--- config.mk ---
export PLATFORM = sky130hd
export DESIGN_NAME = stack_xfer_seq_flat
export DESIGN_NICKNAME = d
export VERILOG_FILES = /design/src/rtl/stack_xfer_seq_if.sv /design/src/rtl/stack_xfer_seq.sv /design/src/flat_wrapper.sv
export SDC_FILE = /design/constraint.sdc
export NUM_CORES = 1
export LEC_CHECK = 0
export CAP_MARGIN = 20
export CORE_MARGIN = 2
export CORE_UTILIZATION = 49
export DETAILED_ROUTE_END_ITERATION = 8
export PLACE_DENSITY_LB_ADDON = 0.12
export SLEW_MARGIN = 25
export SYNTH_ARGS = -nofsm -noshare
export SYNTH_HDL_FRONTEND = slang
export SYNTH_SLANG_ARGS = --single-unit
--- constraint.sdc ---
create_clock -name clk -period 2.4 [get_ports clk]
set_input_delay 0.24 -clock clk [delete_from_list [all_inputs] [get_ports clk]]
set_output_delay 0.24 -clock clk [all_outputs]
set_load 0.05 [all_outputs]
--- src/rtl/stack_xfer_seq_if.sv ---
// Request/response bundle between opcode decode and the stack-transfer sequencer.
// master = decode side issuing requests, slave = sequencer.
interface stack_xfer_seq_if #(
  parameter int unsigned PC_WORDS = 2
);
  localparam int unsigned SEL_W = $clog2(PC_WORDS + 2);

  logic             call;
  logic             ret;
  logic             rti;
  logic             irq;
  logic             hazard_stall;
  logic             irq_ack;
  logic             stack;
  logic             mem_wr;
  logic             mem_rd;
  logic [SEL_W-1:0] mem_data_sel;
  logic [SEL_W-1:0] pop_sel;
  logic [1:0]       pc_sel;
  logic             freeze_pc;
  logic             freeze_cu;
  logic             flush;
  logic             busy;

  modport master (
    output call, ret, rti, irq, hazard_stall,
    input  irq_ack, stack, mem_wr, mem_rd, mem_data_sel, pop_sel,
           pc_sel, freeze_pc, freeze_cu, flush, busy
  );

  modport slave (
    input  call, ret, rti, irq, hazard_stall,
    output irq_ack, stack, mem_wr, mem_rd, mem_data_sel, pop_sel,
           pc_sel, freeze_pc, freeze_cu, flush, busy
  );
endinterface

--- src/rtl/stack_xfer_seq.sv ---
// Stack-transfer sequencer for CALL, RET, INT and RTI: pushes/pops the PC words
// (plus CCR on interrupts) and steers fetch/decode freeze, flush and PC select.
module stack_xfer_seq #(
  parameter int unsigned PC_WORDS = 2,
  parameter int unsigned SAVE_CCR = 1,
  parameter int unsigned RET_WAIT = 2
) (
  input  logic                clk,
  input  logic                rst,
  stack_xfer_seq_if.slave     bus
);
  localparam int unsigned SEL_W = $clog2(PC_WORDS + 2);

  localparam logic [SEL_W-1:0] CNT_ZERO  = SEL_W'(0);
  localparam logic [SEL_W-1:0] CNT_ONE   = SEL_W'(1);
  localparam logic [SEL_W-1:0] CNT_PC    = SEL_W'(PC_WORDS);
  localparam logic [SEL_W-1:0] CNT_WAIT  = SEL_W'(RET_WAIT);
  localparam logic [SEL_W-1:0] CNT_OUTER = (SAVE_CCR != 0) ? SEL_W'(PC_WORDS + 1) : SEL_W'(PC_WORDS);

  typedef enum logic [2:0] {
    S_IDLE,
    S_CALL_PUSH,
    S_RET_WAIT,
    S_POP,
    S_INT_WAIT,
    S_INT_WAIT2,
    S_INT_FRZ,
    S_PUSH
  } state_t;

  state_t           state;
  state_t           nxt_state;
  logic [SEL_W-1:0] cnt;
  logic [SEL_W-1:0] nxt_cnt;
  logic             irq_pend;
  logic             take_irq;

  logic             stack_d;
  logic             mem_wr_d;
  logic             mem_rd_d;
  logic [SEL_W-1:0] mem_data_sel_d;
  logic [SEL_W-1:0] pop_sel_d;
  logic [1:0]       pc_sel_d;
  logic             freeze_pc_d;
  logic             freeze_cu_d;
  logic             flush_d;

  // Capture is visible in the same cycle the interrupt line is first seen.
  assign bus.irq_ack = rst & bus.irq & ~irq_pend;

  // Next state and word counter; the counter holds the select value of the current word.
  always_comb begin
    nxt_state = state;
    nxt_cnt   = cnt;
    take_irq  = 1'b0;
    case (state)
      S_IDLE: begin
        if (bus.call) begin
          nxt_state = S_CALL_PUSH;
          nxt_cnt   = CNT_ONE;
        end else if (bus.ret) begin
          if (RET_WAIT == 0) begin
            nxt_state = S_POP;
            nxt_cnt   = CNT_PC;
          end else begin
            nxt_state = S_RET_WAIT;
            nxt_cnt   = CNT_ONE;
          end
        end else if (bus.rti) begin
          nxt_state = S_POP;
          nxt_cnt   = CNT_OUTER;
        end else if (irq_pend || bus.irq) begin
          nxt_state = S_INT_WAIT;
          nxt_cnt   = CNT_ZERO;
          take_irq  = 1'b1;
        end
      end
      S_CALL_PUSH: begin
        if (cnt == CNT_PC) begin
          nxt_state = S_IDLE;
          nxt_cnt   = CNT_ZERO;
        end else begin
          nxt_cnt = cnt + CNT_ONE;
        end
      end
      S_RET_WAIT: begin
        if (cnt == CNT_WAIT) begin
          nxt_state = S_POP;
          nxt_cnt   = CNT_PC;
        end else begin
          nxt_cnt = cnt + CNT_ONE;
        end
      end
      S_POP: begin
        if (cnt == CNT_ONE) begin
          nxt_state = S_IDLE;
          nxt_cnt   = CNT_ZERO;
        end else begin
          nxt_cnt = cnt - CNT_ONE;
        end
      end
      S_INT_WAIT: begin
        nxt_state = bus.hazard_stall ? S_INT_WAIT2 : S_INT_FRZ;
        nxt_cnt   = CNT_ZERO;
      end
      S_INT_WAIT2: begin
        nxt_state = S_INT_FRZ;
        nxt_cnt   = CNT_ZERO;
      end
      S_INT_FRZ: begin
        nxt_state = S_PUSH;
        nxt_cnt   = CNT_ONE;
      end
      S_PUSH: begin
        if (cnt == CNT_OUTER) begin
          nxt_state = S_IDLE;
          nxt_cnt   = CNT_ZERO;
        end else begin
          nxt_cnt = cnt + CNT_ONE;
        end
      end
      default: begin
        nxt_state = S_IDLE;
        nxt_cnt   = CNT_ZERO;
      end
    endcase
  end

  // Moore decode of the upcoming state so the registered outputs line up with it.
  always_comb begin
    stack_d        = 1'b0;
    mem_wr_d       = 1'b0;
    mem_rd_d       = 1'b0;
    mem_data_sel_d = CNT_ZERO;
    pop_sel_d      = CNT_ZERO;
    pc_sel_d       = 2'b00;
    freeze_pc_d    = 1'b0;
    freeze_cu_d    = 1'b0;
    flush_d        = 1'b0;
    case (nxt_state)
      S_CALL_PUSH: begin
        stack_d        = 1'b1;
        mem_wr_d       = 1'b1;
        mem_data_sel_d = nxt_cnt;
        if (nxt_cnt == CNT_ONE) pc_sel_d = 2'b11;
        flush_d        = (nxt_cnt == CNT_PC);
      end
      S_POP: begin
        stack_d     = 1'b1;
        mem_rd_d    = 1'b1;
        freeze_pc_d = 1'b1;
        freeze_cu_d = 1'b1;
        pop_sel_d   = nxt_cnt;
        if (nxt_cnt == CNT_ONE) begin
          pc_sel_d = 2'b01;
          flush_d  = 1'b1;
        end
      end
      S_INT_FRZ: begin
        freeze_pc_d = 1'b1;
      end
      S_PUSH: begin
        stack_d        = 1'b1;
        mem_wr_d       = 1'b1;
        freeze_pc_d    = 1'b1;
        freeze_cu_d    = 1'b1;
        mem_data_sel_d = nxt_cnt;
        if (nxt_cnt == CNT_OUTER) pc_sel_d = 2'b10;
      end
      default: ;
    endcase
  end

  always_ff @(posedge clk) begin
    if (!rst) begin
      state            <= S_IDLE;
      cnt              <= CNT_ZERO;
      irq_pend         <= 1'b0;
      bus.busy         <= 1'b0;
      bus.stack        <= 1'b0;
      bus.mem_wr       <= 1'b0;
      bus.mem_rd       <= 1'b0;
      bus.mem_data_sel <= CNT_ZERO;
      bus.pop_sel      <= CNT_ZERO;
      bus.pc_sel       <= 2'b00;
      bus.freeze_pc    <= 1'b0;
      bus.freeze_cu    <= 1'b0;
      bus.flush        <= 1'b0;
    end else begin
      state            <= nxt_state;
      cnt              <= nxt_cnt;
      // Entry into INT consumes the pending request, even one raised this cycle.
      if (take_irq)     irq_pend <= 1'b0;
      else if (bus.irq) irq_pend <= 1'b1;
      bus.busy         <= (nxt_state != S_IDLE);
      bus.stack        <= stack_d;
      bus.mem_wr       <= mem_wr_d;
      bus.mem_rd       <= mem_rd_d;
      bus.mem_data_sel <= mem_data_sel_d;
      bus.pop_sel      <= pop_sel_d;
      bus.pc_sel       <= pc_sel_d;
      bus.freeze_pc    <= freeze_pc_d;
      bus.freeze_cu    <= freeze_cu_d;
      bus.flush        <= flush_d;
    end
  end
endmodule

--- src/flat_wrapper.sv ---
// flat-port wrapper written by rule: the top's interface ports become plain ports
module stack_xfer_seq_flat 
#(
  parameter int unsigned PC_WORDS = 2,
  parameter int unsigned SAVE_CCR = 1,
  parameter int unsigned RET_WAIT = 2
)
  (clk, rst, bus_call, bus_ret, bus_rti, bus_irq, bus_hazard_stall, bus_irq_ack, bus_stack, bus_mem_wr, bus_mem_rd, bus_mem_data_sel, bus_pop_sel, bus_pc_sel, bus_freeze_pc, bus_freeze_cu, bus_flush, bus_busy);
  stack_xfer_seq_if #(.PC_WORDS(PC_WORDS)) bus_i ();
  input  logic clk;
  input  logic rst;
  input wire logic [$bits(bus_i.call)-1:0] bus_call;
  input wire logic [$bits(bus_i.ret)-1:0] bus_ret;
  input wire logic [$bits(bus_i.rti)-1:0] bus_rti;
  input wire logic [$bits(bus_i.irq)-1:0] bus_irq;
  input wire logic [$bits(bus_i.hazard_stall)-1:0] bus_hazard_stall;
  output wire logic [$bits(bus_i.irq_ack)-1:0] bus_irq_ack;
  output wire logic [$bits(bus_i.stack)-1:0] bus_stack;
  output wire logic [$bits(bus_i.mem_wr)-1:0] bus_mem_wr;
  output wire logic [$bits(bus_i.mem_rd)-1:0] bus_mem_rd;
  output wire logic [$bits(bus_i.mem_data_sel)-1:0] bus_mem_data_sel;
  output wire logic [$bits(bus_i.pop_sel)-1:0] bus_pop_sel;
  output wire logic [$bits(bus_i.pc_sel)-1:0] bus_pc_sel;
  output wire logic [$bits(bus_i.freeze_pc)-1:0] bus_freeze_pc;
  output wire logic [$bits(bus_i.freeze_cu)-1:0] bus_freeze_cu;
  output wire logic [$bits(bus_i.flush)-1:0] bus_flush;
  output wire logic [$bits(bus_i.busy)-1:0] bus_busy;
  assign bus_i.call = bus_call;
  assign bus_i.ret = bus_ret;
  assign bus_i.rti = bus_rti;
  assign bus_i.irq = bus_irq;
  assign bus_i.hazard_stall = bus_hazard_stall;
  assign bus_irq_ack = bus_i.irq_ack;
  assign bus_stack = bus_i.stack;
  assign bus_mem_wr = bus_i.mem_wr;
  assign bus_mem_rd = bus_i.mem_rd;
  assign bus_mem_data_sel = bus_i.mem_data_sel;
  assign bus_pop_sel = bus_i.pop_sel;
  assign bus_pc_sel = bus_i.pc_sel;
  assign bus_freeze_pc = bus_i.freeze_pc;
  assign bus_freeze_cu = bus_i.freeze_cu;
  assign bus_flush = bus_i.flush;
  assign bus_busy = bus_i.busy;
  stack_xfer_seq #(.PC_WORDS(PC_WORDS), .SAVE_CCR(SAVE_CCR), .RET_WAIT(RET_WAIT)) u_core (.clk(clk), .rst(rst), .bus(bus_i));
endmodule
# After elaboration in Yosys (flattened, before gate mapping)
# Cells that the tools add are included.
# totals
ram_bits	0
elab_cells	82
output_inout_bits	14
inputBits	7
reg_bits	19
mem_count	0
romBits	0
latch_bits	0
# op_classes
div_mod_pow	0
bitwise	4
n_reduce_logical	11
mux	35
addsub	2
n_eq_ne	17
n_shift	0
order_cmp	0
multipliers	0
# ops
cell	count
$mux W3	8
$pmux W3 S8	1
$mux W2	11
$eq A3 B3 Y1 const B	6
$pmux W2 S7	1
$mux W1	12
$eq A3 B2 Y1 const B	3
$eq A2 B2 Y1 const B	4
$reduce_or A2 Y1	4
$eq A3 B1 Y1 const B	2
$pmux W2 S3	1
$reduce_or A3 Y1	2
$eq A2 B1 Y1 const B	2
$reduce_and A2 Y1	2
$logic_not A3 Y1	1
$reduce_bool A3 Y1	1
$add A2 B1 Y2 const B	1
$and A1 B1 Y1	2
$not A1 Y1	2
$pmux W1 S2	1
$sub A2 B1 Y2 const B	1
$logic_or A1 B1 Y1	1

# Logic depth before layout (Yosys ltp)
# Gate-level depths: netlist of run 1.
# depth
word_depth	9
depth_mapped	8

# Worst setup path after synthesis of run 1
# No wires, ideal clock.
# synth_path
path_kind	reg2reg
startpoint	register u_core.cnt[0]
endpoint	register u_core.bus.pc_sel[1] in the netlist's numbering
required_ns	2.327
t_arrival_ns	1.910
path_slack_ns	0.417
path_stages_with_launch	8
synth_period_minus_slack_ns	1.983
path_cell_list	dfxtp_1 inv_1 ha_1 or3b_2 o21ai_0 a211oi_2 mux2_4 nor3b_2
# synth_between
elab_chain_cells	8
word_cells_on_any_way	27
classes_between	2 x add/sub; 8 x eq/ne; 17 x mux
# synth_lines
item	line_no	text
from (decl)	stack_xfer_seq.sv:33	logic [SEL_W-1:0] cnt;
from (signal assigned)	stack_xfer_seq.sv:191	cnt <= nxt_cnt;
$mux W2	stack_xfer_seq.sv:72	end else if (irq_pend || bus.irq) begin
$mux W2	stack_xfer_seq.sv:69	end else if (bus.rti) begin
$mux W2	stack_xfer_seq.sv:61	end else if (bus.ret) begin
$mux W2	stack_xfer_seq.sv:58	if (bus.call) begin
$pmux W2 S7	stack_xfer_seq.sv:56	case (state)
$eq A2 B2 Y1 or $eq A2 B1 Y1 (tied branches)	stack_xfer_seq.sv:168, stack_xfer_seq.sv:145	
$mux W2 (on tied branches)	stack_xfer_seq.sv:168, stack_xfer_seq.sv:145	
$pmux W2 S3 *	stack_xfer_seq.sv:140	case (nxt_state)
to (signal assigned)	stack_xfer_seq.sv:201	bus.pc_sel <= pc_sel_d;
to (decl)	stack_xfer_seq_if.sv:34	pc_sel, freeze_pc, freeze_cu, flush, busy
# Mark *: on every way between the ends. The rest lies on a longest branch, timed or not.
# A chain may end at the register's enable or synchronous reset.

# Worst setup path in the final report of run 1
# Ends and elaborated chain as after synthesis.

==> results of run 1 <==
## metrics by stage
step | cells | power [mW] | worst slack (ps) | cell area (um2)
after global placement | 147 | 0.882 | 238 | 1200
after floorplan | 99 | 0.763 | 417 | 968
after global routing | 151 | 1.10 | 53.6 | 1230
after detailed placement | 147 | 0.889 | 203 | 1200
final | 151 | 1.04 | 180 | 1230
after CTS | 151 | 1.04 | 179 | 1230
## logic make-up after synthesis
group	count (synthesis)
multiplexers	1
AO/OA/AOI/OAI	19
buffers and inverters	13
adder cells (fa/ha/maj)	6
AND/OR/NAND/NOR	40
XOR/XNOR	1
flip-flops	19
## synthesized netlist by cell type
master and instances:
nor4b_1 1, maj3_1 1, nor3_1 2, xor2_1 1, ha_1 5, dfxtp_1 19, nand3b_1 1, a21o_1 1
or4_4 2, or2_2 2, a21o_2 1, a22oi_4 1, nor3b_2 1, mux2_4 1, nor3b_1 1, and3_2 1
o22ai_1 1, buf_2 1, a21oi_1 4, o21a_1 2, nor4bb_1 1, nand2b_1 2, or3b_2 2, nand2_1 5
nor2_1 12, buf_6 2, a211oi_1 1, a22oi_1 1, a31oi_1 1, nor2b_1 1, o211ai_4 1, o21ai_0 2
inv_1 10, and2_1 2, o41ai_4 1, and2_2 1, a31oi_4 1, nand3_1 3, a211oi_2 1
## sequential cells by signal (all words and copies together) (netlist names)
register and cells:
u_core.bus.mem_wr 1, u_core.bus.mem_rd 1, u_core.bus.pop_sel 2, u_core.bus.busy 1, u_core.irq_pend 1, u_core.bus.freeze_cu 1
u_core.bus.stack 1, u_core.bus.freeze_pc 1, u_core.bus.flush 1, u_core.state 3, u_core.bus.pc_sel 2, u_core.bus.mem_data_sel 2
u_core.cnt 2
## layer usage
layer | routed length (um) | share of wire, % | vias to the layer above | track usage (%)
met2 | 904 | 47 | 27 | 29.6
met1 | 885 | 46 | 353 | 23.3
met4 | 14 | 0.73 | 0 | 2.86
met5 | 0 | 0 | - | 0
met3 | 120 | 6.2 | 2 | 7.10
li1 | - | - | 386 | -
## how the worst min path moves through the flow
stage                          startpoint               to  depth (start not counted)
after floorplan                       rst  u_core.bus.busy                          1
after global placement    u_core.irq_pend  u_core.state[2]                          3
after detailed placement  u_core.irq_pend  u_core.irq_pend                          2
after CTS                             rst  u_core.bus.busy                          2
after global routing                  rst  u_core.bus.busy                          2
final                                 rst  u_core.bus.busy                          2
## cell type report
cell class / instances / area (um2)
Multi-Input combinational cell: 67 / 523
Fill cell: 165 / 671
Tap cell: 27 / 33.8
Inverter: 10 / 37.5
Sequential cell: 19 / 380
Timing Repair Buffer: 24 / 230
Clock buffer: 4 / 26.3
## report_power, final
part	internal [mW]	leakage, nW	switching [mW]
Sequential	0.365	0.157	0.0336
Combinational	0.195	0.359	0.288
Clock	0.0646	0.0150	0.0909
## worst reg2reg max path, delay by kind of cell (launching register included)
kind                       cells  cell delay [ps]
AOI/OAI and AO/OA              2              610
adders and majority gates      1              340
buffers and inverters          1              120
DFF                            1              400
muxes                          1              350
and+or+nand+nor                2              360
## layout by cell type, fill, tap and decap left out, drive strengths merged, types with 3 or more instances in the layout
cell type,n
clkbuf,4
buf,4
ha,5
and2,3
dfxtp,19
nor2,12
clkdlybuf4s50,20
nand3,3
a21oi,4
inv,10
nand2,5
==> out/qor.csv, run 1 <==
stage,metric,value,unit
outcome,status,completed,
layout,diodes,0,
critical_path,r2r_slack,180,ps
global_routing,antenna_found_initial,0,
die,die_width,48.5,um
die,rows,16,
detailed_routing,drt_drc_violations_left,0,
detailed_routing,drt_wl_total,1920,um
die,die_h,48.5,um
layout,drive_gt1_share,18.5,%
die,initial_utilization,50.9,%
critical_path,cp-endpoint,u_core.bus.pc_sel[1],
clocking,clock_latency,290,ps
clocking,cts.path.max_buffers,2,
critical_path,cp.depth,7,
critical_path,end_kind,flop,
layout,fin_nets,137,
critical_path,rr_worst_depth,7,
global_routing,grt_pass1_wl,3350,um
yosys,synth_top_area_share,39.3,%
yosys,ys_seq_area_share,39.3,%
place,gp_congestion,0.777,
clocking,cts_setup_buffers,0,
timing,fmax,451,MHz
global_routing,grt_max_degree,11,
detailed_routing,ant_nets,0,
clocking,htreeDepth,1,
detailed_routing,num_vias,768,
layout,utilization,64.7,%
clocking,cts_resized,0,
timing,worst_pin_slew,502,ps
detailed_routing,drtIter0Drc,14,
global_routing,grt_pass1_vias,756,
timing,fin_worst_skew,0.706,ps
pwr,vdd_drop_max,0.677,mV
critical_path,start_kind,flop,
yosys,synth.distinct_cells,39,
place,portBuffers,20,
yosys,yosys_warnings,0,
yosys,synth_mux_area_share,1.55,%
run,maxCapViolCount,0,
critical_path,crit_start,u_core.cnt[0],
timing,hold_viol,0,
timing,worst_hold_slack,671,ps
yosys,synth_xor_area_share,0.904,%
critical_path,crit_path_top_delay_cell,a211oi_2,
yosys,synth_fa_ha_area_share,7.49,%
clocking,clkTransAtPathRegs,100,ps
pwr,powerDensity,843,nW/um2
pwr,total_leakage_power,0.530,nW
critical_path,cp_top_family,compound AO/OA/AOI/OAI gates,
yosys,synth_seq_cells,19,
critical_path,cp.required,2630,ps
timing,rsz0062_at_grt,false,
timing,fin_setup_tns,0,ps
yosys,yosys.area.top_type,dfxtp_1,
critical_path,crit_buf_inv,1,
place,dp_hpwl,1470,um
critical_path,critPathMaxStageDelay,490,ps
yosys,synthesis.nets,111,
critical_path,crit_type,flop to flop,
detailed_routing,wl_per_cell,12.7,um
yosys,syn_area,968,um2
timing,setup_viol,0,
clocking,tritoncts,yes,
worst_hold_path,hold_path.class,primary input to flop,
clocking,cts-root-buf,clkbuf_4,
yosys,synth_top_family_by_area,simple AND/OR/NAND/NOR gates,
yosys,yosys.area_share.simple,24.2,%
critical_path,crit_fanout,7,
timing,drv_slew,0,
layout,areaGrowthSynthToFinish,27.1,%
clocking,cts_buffers,3,
timing,finalCritPeriodShare,92.5,%
global_routing,gr-total-overflow,0,
die,io_pins,21,
yosys,postSynthAreaPerCell,9.78,um2
critical_path,rr_startpoint,u_core.cnt[0],
clocking,cts-hold-fix-buffers,0,
die,core_region_area,1900,um2
timing,fin_crit,2220,ps
die,die_area,2350,um2
clocking,clkSinkCount,19,
detailed_routing,dr.pass1.iters,4,
critical_path,cp_cell_sequence,inv_1 > ha_1 > or3b_2 > o21ai_0 > a211oi_2 > mux2_4 > nor3b_2,
critical_path,regToRegEndpoint,u_core.bus.pc_sel[1],
detailed_routing,viasPerCell,5.09,
critical_path,critPathArrivalTime,2450,ps
timing,relSlewSlack,66.4,%
yosys,synthTopCellsByArea,"dfxtp_1 (39%), ha_1 (6.5%), nor2_1 (4.7%)",
yosys,synth_compound_area_share,19.9,%
yosys,syn-instance-count,99,
global_routing,track_usage,18.2,%
(Power assumes the default switching activity.)
==> inputs of run 2 (changes only) <==
--- a/config.mk
+++ b/config.mk
@@ -6,7 +6,6 @@
 export NUM_CORES = 1
 export LEC_CHECK = 0
 export CAP_MARGIN = 20
-export CORE_MARGIN = 2
 export CORE_UTILIZATION = 49
 export DETAILED_ROUTE_END_ITERATION = 8
 export PLACE_DENSITY_LB_ADDON = 0.12
==> run 2 against run 1 <==
  * Total power shrank 0.13%
  * Clock skew grew 6.2 ps
  * Utilization grew 4.2 points
  * Largest cell class unchanged
  * Cell area shrank 0.10%
  * Maximum frequency grew 1.5%
  * Routed wire length shrank 2.8%
  * Sequential power is essentially flat
  * Clock power is essentially flat
  * Register-to-register slack gained 30 ps
  * Die area shrank 8.1%
  * Critical endpoint unchanged
==> out/qor.csv, run 2 (same netlist as run 1, synthesis figures left out) <==
stage,metric,value,unit
timing,finalCritPeriodShare,91.1,%
layout,utilization,69.0,%
critical_path,rr_worst_depth,7,
detailed_routing,drtIter0Drc,12,
die,initial_utilization,54.3,%
die,rows,15,
timing,relSlewSlack,66.0,%
detailed_routing,num_vias,791,
die,die_area,2160,um2
die,core_region_area,1780,um2
layout,areaGrowthSynthToFinish,27.0,%
clocking,tritoncts,yes,
layout,fill_cells,146,
clocking,clkTransAtPathRegs,110,ps
detailed_routing,ant_nets,0,
layout,top_register,u_core.state,
timing,fmax,457,MHz
worst_hold_path,holdPathStages,2,
timing,setup_viol,0,
place,dp_hpwl,1440,um
clocking,cts.path.max_buffers,2,
critical_path,end_kind,flop,
place,gp_congestion,0.827,
layout,final_cell_mix,"clkdlybuf4s50_1 (20), dfxtp_1 (19), nor2_1 (12), inv_1 (10)",
global_routing,grt_pass1_vias,708,
timing,fin_setup_tns,0,ps
detailed_routing,viasPerCell,5.31,
timing,hold_viol,0,
timing,fin_worst_skew,6.89,ps
place,portBuffers,20,
layout,diodes,0,
global_routing,antenna_found_initial,0,
detailed_routing,dr.pass1.iters,4,
detailed_routing,wl_per_cell,12.6,um
critical_path,start_kind,flop,
global_routing,track_usage,18.7,%
detailed_routing,drt_drc_violations_left,0,
layout,instances_no_fill,149,
timing,rsz0062_at_grt,false,
timing,worst_hold_slack,654,ps
clocking,cts_buffers,3,
run,maxCapViolCount,0,
timing,drv_slew,0,
clocking,clock_latency,290,ps
critical_path,r2r_slack,210,ps
pwr,vdd_drop_max,0.612,mV
clocking,clkSinkCount,19,
detailed_routing,drt_wl_total,1870,um
clocking,cts_resized,0,
place,place_ws,235,ps
layout,final_common_cell,clkdlybuf4s50_1,
worst_hold_path,hold_path.class,primary input to flop,
critical_path,cp.required,2630,ps
critical_path,critPathArrivalTime,2410,ps
timing,finalWorstSetupSlack,213,ps
layout,fin_nets,137,
clocking,cts_setup_buffers,0,
die,die_width,46.5,um
layout,drive_gt1_share,19.4,%
global_routing,gr-total-overflow,0,
critical_path,crit_fanout,7,
outcome,status,completed,
clocking,cts-hold-fix-buffers,0,
die,io_pins,21,
layout,largest_reg_flops,3,
pwr,total_leakage_power,0.533,nW
timing,worst_pin_slew,508,ps
clocking,cts-root-buf,clkbuf_4,
critical_path,crit_type,flop to flop,
timing,fin_crit,2190,ps
global_routing,grt_pass1_wl,2860,um
place,place_inst,145,
pwr,powerDensity,842,nW/um2
die,die_h,46.5,um
global_routing,grt_max_degree,12,
clocking,htreeDepth,1,
==> run 2: cell types whose count changed in the layout (fill, tap and decap cells not counted), sizes merged <==
| cell | change |
|---|---|
| clkbuf | -1 |
| clkinv | +1 |
==> run 2: worst paths after layout <==
path,start,end
setup / recovery,u_core.cnt[0],u_core.bus.pc_sel[1]
hold reg to reg,u_core.irq_pend,u_core.irq_pend
hold / removal,rst,u_core.bus.busy
setup reg to reg,u_core.cnt[0],u_core.bus.pc_sel[1]
==> run 2: cell type report <==
cell class / instances / area, um2 / share of cell area, %
timing repair buffer: 24 / 230 / 18.7
inverter: 10 / 37.5 / 3.05
multi-input combinational: 67 / 523 / 42.5
clock buffer: 3 / 22.5 / 1.83
clock inverter: 1 / 5.00 / 0.407
sequential: 19 / 380 / 30.9
tap: 25 / 31.3 / 2.54
==> run 2: through the flow <==
stage	power, mW	area [um2]
finish	1.04	1230
global route	1.10	1230
CTS	1.04	1230
detailed placement	0.887	1200
global placement	0.878	1200
floorplan	0.763	968
==> run 2: routing by layer <==
layer / wire (um) / vias to the layer above / track usage [%]
met5: 0 / - / 0
met4: 9 / 0 / 2.94
met3: 95 / 2 / 5.88
met2: 886 / 28 / 30.8
met1: 879 / 374 / 23.9
li1: - / 387 / -
==> run 2: power breakdown <==
part / leakage [nW] / internal, mW / switching, mW
Sequential: 0.157 / 0.365 / 0.0323
Clock: 0.0177 / 0.0620 / 0.0949
Combinational: 0.359 / 0.195 / 0.286
Total: 0.533 / 0.623 / 0.413
==> run 2: worst max-delay path, stage by stage, from the launching register on <==
cell      delay [ps]
dfxtp_1          390
inv_1            110
ha_1             320
or3b_2           190
o21ai_0          100
a211oi_2         500
mux2_4           350
nor3b_2          160
